File: src/rtl/fetch_seq.sv
// Fetch sequencer: owns the program counter, the decode-mode
// and compare-flag registers, and the IDLE/RUN/HALT run control.
module fetch_seq (
    input  logic        Clk,
    input  logic        Reset,
    input  logic        Start,
    input  logic [8:0]  StartAddr,
    input  logic [8:0]  InstrIn,
    input  logic        BranchEn,
    input  logic [8:0]  BranchTarget,
    input  logic [1:0]  NextState,
    input  logic [8:0]  PrevInstructionIn,
    input  logic        CMPLoadEn,
    input  logic [2:0]  CMPBitsIn,
    input  logic        Ack,
    output logic [8:0]  ProgCtr,
    output logic [8:0]  Instruction,
    output logic [8:0]  PrevInstruction,
    output logic [1:0]  CurrState,
    output logic [2:0]  CMPBits,
    output logic        Running,
    output logic        Done,
    output logic [15:0] CycleCnt
);

    localparam logic [1:0] IDLE = 2'd0;
    localparam logic [1:0] RUN  = 2'd1;
    localparam logic [1:0] HALT = 2'd2;

    logic [1:0] state;

    // Run control and all architectural registers; Start wins over
    // everything, the unused encoding simply holds.
    always_ff @(posedge Clk or negedge Reset) begin
        if (!Reset) begin
            state           <= IDLE;
            ProgCtr         <= 9'd0;
            CurrState       <= 2'b00;
            PrevInstruction <= 9'd0;
            CMPBits         <= 3'b000;
            CycleCnt        <= 16'd0;
        end else if (Start) begin
            state           <= RUN;
            ProgCtr         <= StartAddr;
            CurrState       <= 2'b00;
            PrevInstruction <= 9'd0;
            CMPBits         <= 3'b000;
            CycleCnt        <= 16'd0;
        end else if (state == RUN) begin
            if (CMPLoadEn)
                CMPBits <= CMPBitsIn;
            if (CycleCnt != 16'hFFFF)
                CycleCnt <= CycleCnt + 16'd1;
            if (Ack) begin
                state <= HALT;
            end else begin
                ProgCtr         <= BranchEn ? BranchTarget
                                            : ProgCtr + 9'd1;
                CurrState       <= NextState;
                PrevInstruction <= PrevInstructionIn;
            end
        end
    end

    // Status decode and NOP gating so the decoder is inert when stopped.
    always_comb begin
        Running     = (state == RUN);
        Done        = (state == HALT);
        Instruction = Running ? InstrIn : 9'h000;
    end

endmodule

File: config.mk
export PLATFORM = sky130hd
export DESIGN_NAME = fetch_seq
export DESIGN_NICKNAME = d
export VERILOG_FILES = /design/src/rtl/fetch_seq.sv
export SDC_FILE = /design/constraint.sdc
export NUM_CORES = 1
export LEC_CHECK = 0
export ABC_AREA = 1
export CORE_MARGIN = 2
export CORE_UTILIZATION = 40
export CTS_CLUSTER_DIAMETER = 60
export CTS_CLUSTER_SIZE = 40
export DETAILED_ROUTE_END_ITERATION = 10
export MAX_ROUTING_LAYER = met4
export PLACE_DENSITY_LB_ADDON = 0.25
export SLEW_MARGIN = 20
export SYNTH_ARGS = -nofsm -noshare
export SYNTH_HDL_FRONTEND = slang
export SYNTH_SLANG_ARGS = --single-unit
File: constraint.sdc
create_clock -name Clk -period 2.6 [get_ports Clk]
set_input_delay 0.52 -clock Clk [delete_from_list [all_inputs] [get_ports Clk]]
set_output_delay 0.52 -clock Clk [all_outputs]
set_load 0.05 [all_outputs]
==> impl_summary.log, run 1 <==
INFO  metric power_density = 533 mW/mm^2
INFO  metric drv_slew = 0
INFO  metric dieArea = 0.00679 mm^2
INFO  metric viasPerCell = 4.97
INFO  metric globalplace.congestion = 0.881
INFO  metric coreArea = 0.00592 mm^2
INFO  metric drv.max_cap_violation_count = 0
INFO  metric initial_core_util = 41.5%
INFO  metric antenna_cells_inserted = 0
INFO  metric die_width = 82.4 um
INFO  metric yosysTopAreaCellShare = 41.7%
INFO  metric vias = 2488
INFO  metric die-height = 82.4 um
INFO  metric portBuffers = 96
INFO  metric synth_nets = 377
INFO  metric outcome = complete, no violations
INFO  metric cts_tree = yes
INFO  metric layout.cell_area.non_filler = 0.00356 mm^2
INFO  metric drc = 0
INFO  metric data_arrival_time_of_the_critical_path = 1.62 ns
INFO  metric groute.usage.overall = 20.2%
INFO  metric cts_root_buf = sky130_fd_sc_hd__clkbuf_8
INFO  metric grt_first_pass_wirelength = 10200 um
INFO  metric power.switching_fraction = 36.9%
INFO  metric power.leakage = 1.66 nW
INFO  metric relSlewSlack = 40.1%
INFO  metric critical_path_cell_count = 1
INFO  metric postCtsSetupRepairBufs = 0
INFO  metric unrepaired_setup_endpoints_after_global_routing = no
INFO  metric report.final.setup_viol = 0
INFO  metric tightest_pin_transition = 0.899 ns
INFO  metric power.net_switching = 0.000700 W
INFO  metric io_pins = 97
INFO  metric dominant_cell_type_by_area_after_synthesis = sky130_fd_sc_hd__dfrtp_1
INFO  metric postSynthCellCount = 328
INFO  metric clock.fmax = 467 MHz
INFO  metric grt_pass1_vias = 2304
INFO  metric cp_slowest_stage_delay = 0.85 ns
INFO  metric antenna_found_initial = 0
INFO  metric cpLargestDelayFamily = buffers and inverters
INFO  metric wirelength = 6540 um
INFO  metric synth.yosys.seq_area_share = 41.7%
INFO  metric largest_fanout_of_any_net_on_the_critical_path = 7
INFO  metric clk_pin_slew_worst_paths = 0.08 ns
INFO  metric layout-area-overhead-vs-synth = 44.8%
INFO  metric detailed_place.area = 0.00345 mm^2
INFO  metric worst_setup_path_start_kind = register
INFO  metric antenna_left = 0
INFO  metric period_share = 82.4%
INFO  metric netlist-cell-type-count = 29
INFO  metric timing_worst_setup_path_type = register to output pin
INFO  metric worst_ir_drop_vdd = 0.000310 V
INFO  metric cts_num_sinks = 41
INFO  metric cts-htree-levels = 2
INFO  metric yosysWarnings = 0
INFO  metric required = 2.08 ns
INFO  metric routed_wire_length_per_instance = 13.1 um
INFO  metric post_cts_resize_count = 0
INFO  metric syn_area_per_cell = 7.50 um^2
INFO  metric critical_path.cell_chain = clkdlybuf4s50_1
INFO  metric first_pass_drt_iterations = 4
INFO  metric final_layout_size_suffix_gt1_share = 11.5%
INFO  metric clock_tree_buf_depth = 2
INFO  metric clkPwrFrac = 28.0%
INFO  metric share_seq_of_total_power = 38.8%
INFO  metric timing.reg2reg.worst_path_depth = 10
INFO  metric endpoint_kind = output pin
INFO  metric synthesis.area = 0.00246 mm^2
INFO  metric largest_clock_skew_in_the_final_design = 0.00949 ns
INFO  metric clock_insertion_delay_worst_skew = 0.30 ns
INFO  metric setup-tns-final = 0 ns
INFO  metric ys_seq_elements = 41
INFO  metric pwr-share-comb = 33.2%
INFO  metric min_period = 2.14 ns
INFO  metric slowest_stage = sky130_fd_sc_hd__clkdlybuf4s50_1
INFO  metric finalNetCount = 474
INFO  metric internal_power = 0.00120 W
INFO  metric post-dp-hpwl = 4860 um
INFO  metric std_cell_rows = 28
INFO  metric finish.utilization = 60.1%
INFO  metric worstPathBufferInverterCount = 1
INFO  metric detail_route.iter0.violations = 181
INFO  metric largest_net_degree_at_the_start_of_global_routing = 42
INFO  metric overflow = 0
INFO  metric post_cts_hold_buffer_count = 0
INFO  metric final_hold_violating_endpoints = 0
INFO  metric hold_path.class = primary input to async pin
INFO  metric synthTopCellsByArea = sky130_fd_sc_hd__dfrtp_1, sky130_fd_sc_hd__nand2_1, sky130_fd_sc_hd__nor2_1
INFO  metric tritoncts.num_buffers = 5
==> kinds of logic after synthesis <==
logic type,synth area share [%]
xor gates and xnor gates,2.85
AOI/OAI and AO/OA,12.0
adders and majority gates,1.02
DFF,41.7
buffers and inverters,9.05
and+or+nand+nor,33.4
==> layout by cell type, fill, tap and decap left out, types with 2 or more instances in the layout <==
cell type,netlist,final
sky130_fd_sc_hd__a21oi_1,5,5
sky130_fd_sc_hd__a22o_1,11,11
sky130_fd_sc_hd__buf_4,0,15
sky130_fd_sc_hd__clkbuf_8,0,5
sky130_fd_sc_hd__clkdlybuf4s50_1,0,85
sky130_fd_sc_hd__dfrtp_1,41,41
sky130_fd_sc_hd__ha_1,2,2
sky130_fd_sc_hd__inv_1,36,36
sky130_fd_sc_hd__inv_2,2,2
sky130_fd_sc_hd__nand2_1,90,90
sky130_fd_sc_hd__nand2_2,5,5
sky130_fd_sc_hd__nand3_1,31,31
sky130_fd_sc_hd__nand4_1,4,4
sky130_fd_sc_hd__nor2_1,43,43
sky130_fd_sc_hd__nor2_4,2,2
sky130_fd_sc_hd__nor3_1,3,3
sky130_fd_sc_hd__o211ai_1,3,3
sky130_fd_sc_hd__o21ai_0,10,10
sky130_fd_sc_hd__o21ai_1,3,3
sky130_fd_sc_hd__o21ai_2,9,9
sky130_fd_sc_hd__or2_2,3,3
sky130_fd_sc_hd__xor2_1,8,8
==> per-stage QoR <==
stage	setup WS [ns]	hold WS, ns	instances	power, W
floorplan	0.699	0.224	328	0.00114
global placement	0.576	0.490	493	0.00137
detailed placement	0.541	0.494	493	0.00138
CTS	0.448	0.374	501	0.00192
global route	0.419	0.429	501	0.00199
finish	0.458	0.341	501	0.00190
==> synth_stat cells <==
cell type,number
sky130_fd_sc_hd__nand2_1,90
sky130_fd_sc_hd__nor2_1,43
sky130_fd_sc_hd__dfrtp_1,41
sky130_fd_sc_hd__inv_1,36
sky130_fd_sc_hd__nand3_1,31
sky130_fd_sc_hd__a22o_1,11
sky130_fd_sc_hd__o21ai_0,10
sky130_fd_sc_hd__o21ai_2,9
sky130_fd_sc_hd__xor2_1,8
sky130_fd_sc_hd__buf_2,6
sky130_fd_sc_hd__a21oi_1,5
sky130_fd_sc_hd__nand2_2,5
sky130_fd_sc_hd__nand4_1,4
sky130_fd_sc_hd__clkbuf_1,3
sky130_fd_sc_hd__nor3_1,3
sky130_fd_sc_hd__o211ai_1,3
sky130_fd_sc_hd__o21ai_1,3
sky130_fd_sc_hd__or2_2,3
sky130_fd_sc_hd__ha_1,2
sky130_fd_sc_hd__inv_2,2
sky130_fd_sc_hd__nor2_4,2
sky130_fd_sc_hd__buf_12,1
sky130_fd_sc_hd__buf_8,1
sky130_fd_sc_hd__clkinv_1,1
sky130_fd_sc_hd__nand2_8,1
sky130_fd_sc_hd__nand3_4,1
sky130_fd_sc_hd__nor2_2,1
sky130_fd_sc_hd__nor3_2,1
sky130_fd_sc_hd__o21bai_1,1
==> power groups by stage <==
stage	sequential (W)	combinational [W]	clock (W)
6_report	0.000737	0.000630	0.000532
5_1_grt	0.000744	0.000679	0.000570
4_1_cts	0.000736	0.000635	0.000544
3_5_place_dp	0.000749	0.000633	0
3_3_place_gp	0.000747	0.000625	0
2_1_floorplan	0.000897	0.000243	0
==> layer usage <==
layer | track usage (%) | vias up | share of wire, % | wire, um
met5 | - | - | 0 | 0
met4 | 8.17 | 0 | 1.8 | 116
met3 | 4.13 | 12 | 7.3 | 478
met2 | 32.7 | 86 | 48 | 3150
met1 | 24.7 | 1146 | 43 | 2800
li1 | - | 1244 | - | -
==> final timing paths <==
| check | endpoint | slack, ns | from |
|---|---|---|---|
| max | CycleCnt[2] | 0.46 | CycleCnt[2] |
| max reg2reg | CycleCnt[7] | 0.81 | CycleCnt[0] |
| min | CycleCnt[2] | 0.34 | Reset |
| max in group asynchronous | state[0] | 1.70 | Reset |
| min reg2reg | state[0] | 0.51 | state[0] |
| min in group Clk | state[0] | 0.51 | state[0] |
==> state kept, by name (all words and copies together) (netlist names) <==
register and cells:
CurrState 2, ProgCtr 9, CMPBits 3, CycleCnt 16
state 2, PrevInstruction 9
==> cell type report <==
class | count | area (um^2)
sequential | 41 | 1030
tap | 75 | 93.8
clock buffer | 5 | 68.8
inverter | 39 | 146
multi-input combinational | 237 | 1210
timing repair buffer | 101 | 968
clock inverter | 3 | 46.3
fill | 538 | 2360
Note: power is estimated with default switching activity, not from simulation.
==> run 2, diff against run 1 <==
Clock period 2.6 ns to 2.09 ns, I/O delays scaled along.
==> run 2 against run 1 <==
  * Critical path depth unchanged
  * Worst hold slack worse by 0.17 ns
  * Count of clock-buffer cells in the layout unchanged
  * Critical path type unchanged
  * Non-clock buffer count up 3
  * Total power up 28%
  * Utilization up 2.7 points
  * Wire length up 0.90%
  * Combinational power up 36%
==> impl_summary.log, run 2 (synthesis results as in run 1) <==
INFO  metric outcome = complete, no violations
INFO  metric final_layout_size_suffix_gt1_share = 12.4%
INFO  metric final_common_cell = sky130_fd_sc_hd__nand2_1
INFO  metric regMostFlops = CycleCnt
INFO  metric worst_setup_path_start_kind = register
INFO  metric period_share = 97.7%
INFO  metric final_hold_violating_endpoints = 0
INFO  metric detail_route.iter0.violations = 114
INFO  metric layout.cell_area.non_filler = 0.00372 mm^2
INFO  metric grt_pass1_vias = 2205
INFO  metric largest_reg_flops = 16
INFO  metric cts-htree-levels = 2
INFO  metric power.leakage = 1.75 nW
INFO  metric overflow = 0
INFO  metric coreArea = 0.00592 mm^2
INFO  metric clock_tree_buf_depth = 2
INFO  metric endpoint_kind = output pin
INFO  metric antenna_cells_inserted = 0
INFO  metric die-height = 82.4 um
INFO  metric detailed_place.area = 0.00360 mm^2
INFO  metric tritoncts.num_buffers = 5
INFO  metric dieArea = 0.00679 mm^2
INFO  metric worst_ir_drop_vdd = 0.000446 V
INFO  metric std_cell_rows = 28
INFO  metric largest_clock_skew_in_the_final_design = 0.00930 ns
INFO  metric biggestRegsByFlops = CycleCnt (16), PrevInstruction (9), ProgCtr (9)
INFO  metric antenna_left = 0
INFO  metric hold_path.class = primary input to async pin
INFO  metric largest_fanout_of_any_net_on_the_critical_path = 7
INFO  metric clk_pin_slew_worst_paths = 0.09 ns
INFO  metric data_arrival_time_of_the_critical_path = 1.62 ns
INFO  metric worstPathBufferInverterCount = 1
INFO  metric largest_net_degree_at_the_start_of_global_routing = 34
INFO  metric drc = 0
INFO  metric clock.fmax = 490 MHz
INFO  metric portBuffers = 96
INFO  metric antenna_found_initial = 0
INFO  metric drv.max_cap_violation_count = 0
INFO  metric vias = 2502
INFO  metric routed_wire_length_per_instance = 13.1 um
INFO  metric tightest_pin_transition = 0.747 ns
INFO  metric setup-tns-final = 0 ns
INFO  metric clock_insertion_delay_worst_skew = 0.30 ns
INFO  metric report.final.setup_viol = 0
INFO  metric finalNetCount = 477
INFO  metric mostFrequentLayoutCells = sky130_fd_sc_hd__nand2_1, sky130_fd_sc_hd__clkdlybuf4s50_1, sky130_fd_sc_hd__nor2_1
INFO  metric required = 1.67 ns
INFO  metric cts_tree = yes
INFO  metric layout-area-overhead-vs-synth = 51.4%
INFO  metric relSlewSlack = 50.2%
INFO  metric post-dp-hpwl = 5010 um
INFO  metric slowest_stage = sky130_fd_sc_hd__clkdlybuf4s50_1
INFO  metric grt_first_pass_wirelength = 10500 um
INFO  metric postCtsSetupRepairBufs = 0
INFO  metric critical_path.cell_chain = clkdlybuf4s50_1
INFO  metric die_width = 82.4 um
INFO  metric first_pass_drt_iterations = 4
INFO  metric fin_total_pwr = 0.00243 W
INFO  metric min_period = 2.04 ns
INFO  metric power_density = 654 mW/mm^2
INFO  metric globalplace.congestion = 0.902
INFO  metric cpLargestDelayFamily = buffers and inverters
INFO  metric drv_slew = 0
INFO  metric io_pins = 97
INFO  metric cts_root_buf = sky130_fd_sc_hd__clkbuf_8
INFO  metric cp_slowest_stage_delay = 0.85 ns
INFO  metric wirelength = 6600 um
INFO  metric groute.usage.overall = 20.5%
INFO  metric cts_num_sinks = 41
INFO  metric viasPerCell = 4.96
INFO  metric timing_worst_setup_path_type = register to output pin
INFO  metric unrepaired_setup_endpoints_after_global_routing = no
INFO  metric initial_core_util = 41.5%
[run 2: routing by layer]
layer	global-route usage (%)	wire [um]
met4	7.17	140
met3	4.13	445
met1	26.4	2840
met2	32.2	3180
met5	-	0
[run 2: worst paths after layout]
kind	start	end	cells after the start	slack (ns)
max reg2reg	CycleCnt[0]	CycleCnt[6]	10	0.29
min in group Clk	state[0]	state[0]	2	0.51
max	CycleCnt[3]	CycleCnt[3]	1	0.05
min reg2reg	state[0]	state[0]	2	0.51
max in group asynchronous	Reset	state[0]	2	1.30
min	Reset	CycleCnt[3]	1	0.17
[run 2: timing repair]
action,4_1_cts,5_1_grt
setup endpoints to repair,0,2
gates resized for setup,0,2
hold buffers,0,0
[run 2: stage by stage]
step | hold WS, ns | util, % | setup WS [ns] | instances
2_1_floorplan | 0.122 | - | 0.189 | 328
3_3_place_gp | 0.491 | 60.9 | 0.265 | 496
3_5_place_dp | 0.493 | 60.9 | 0.227 | 496
4_1_cts | 0.202 | 62.8 | 0.0462 | 504
5_1_grt | 0.240 | 62.9 | 0.00995 | 504
6_report | 0.171 | 62.9 | 0.0486 | 504
[run 2: final cells by class]
class / instances / area [um^2]
clock buffer: 5 / 68.8
timing repair buffer: 104 / 1130
clock inverter: 3 / 46.3
inverter: 39 / 146
multi-input combinational: 237 / 1210
fill: 518 / 2200
tap: 75 / 93.8
sequential: 41 / 1030
[run 2: power by group]
| group | switching, W | leakage [nW] | internal (W) |
|---|---|---|---|
| combinational | 0.000515 | 1.16 | 0.000342 |
| clock | 0.000305 | 0.0543 | 0.000358 |
| sequential | 0.0000628 | 0.541 | 0.000851 |
==> run 3, diff against run 2 <==
Settings changed: CTS_CLUSTER_DIAMETER 60 to 40.
==> results of run 3 <==
The final DEF is identical to that of run 2; final timing and power are the same.
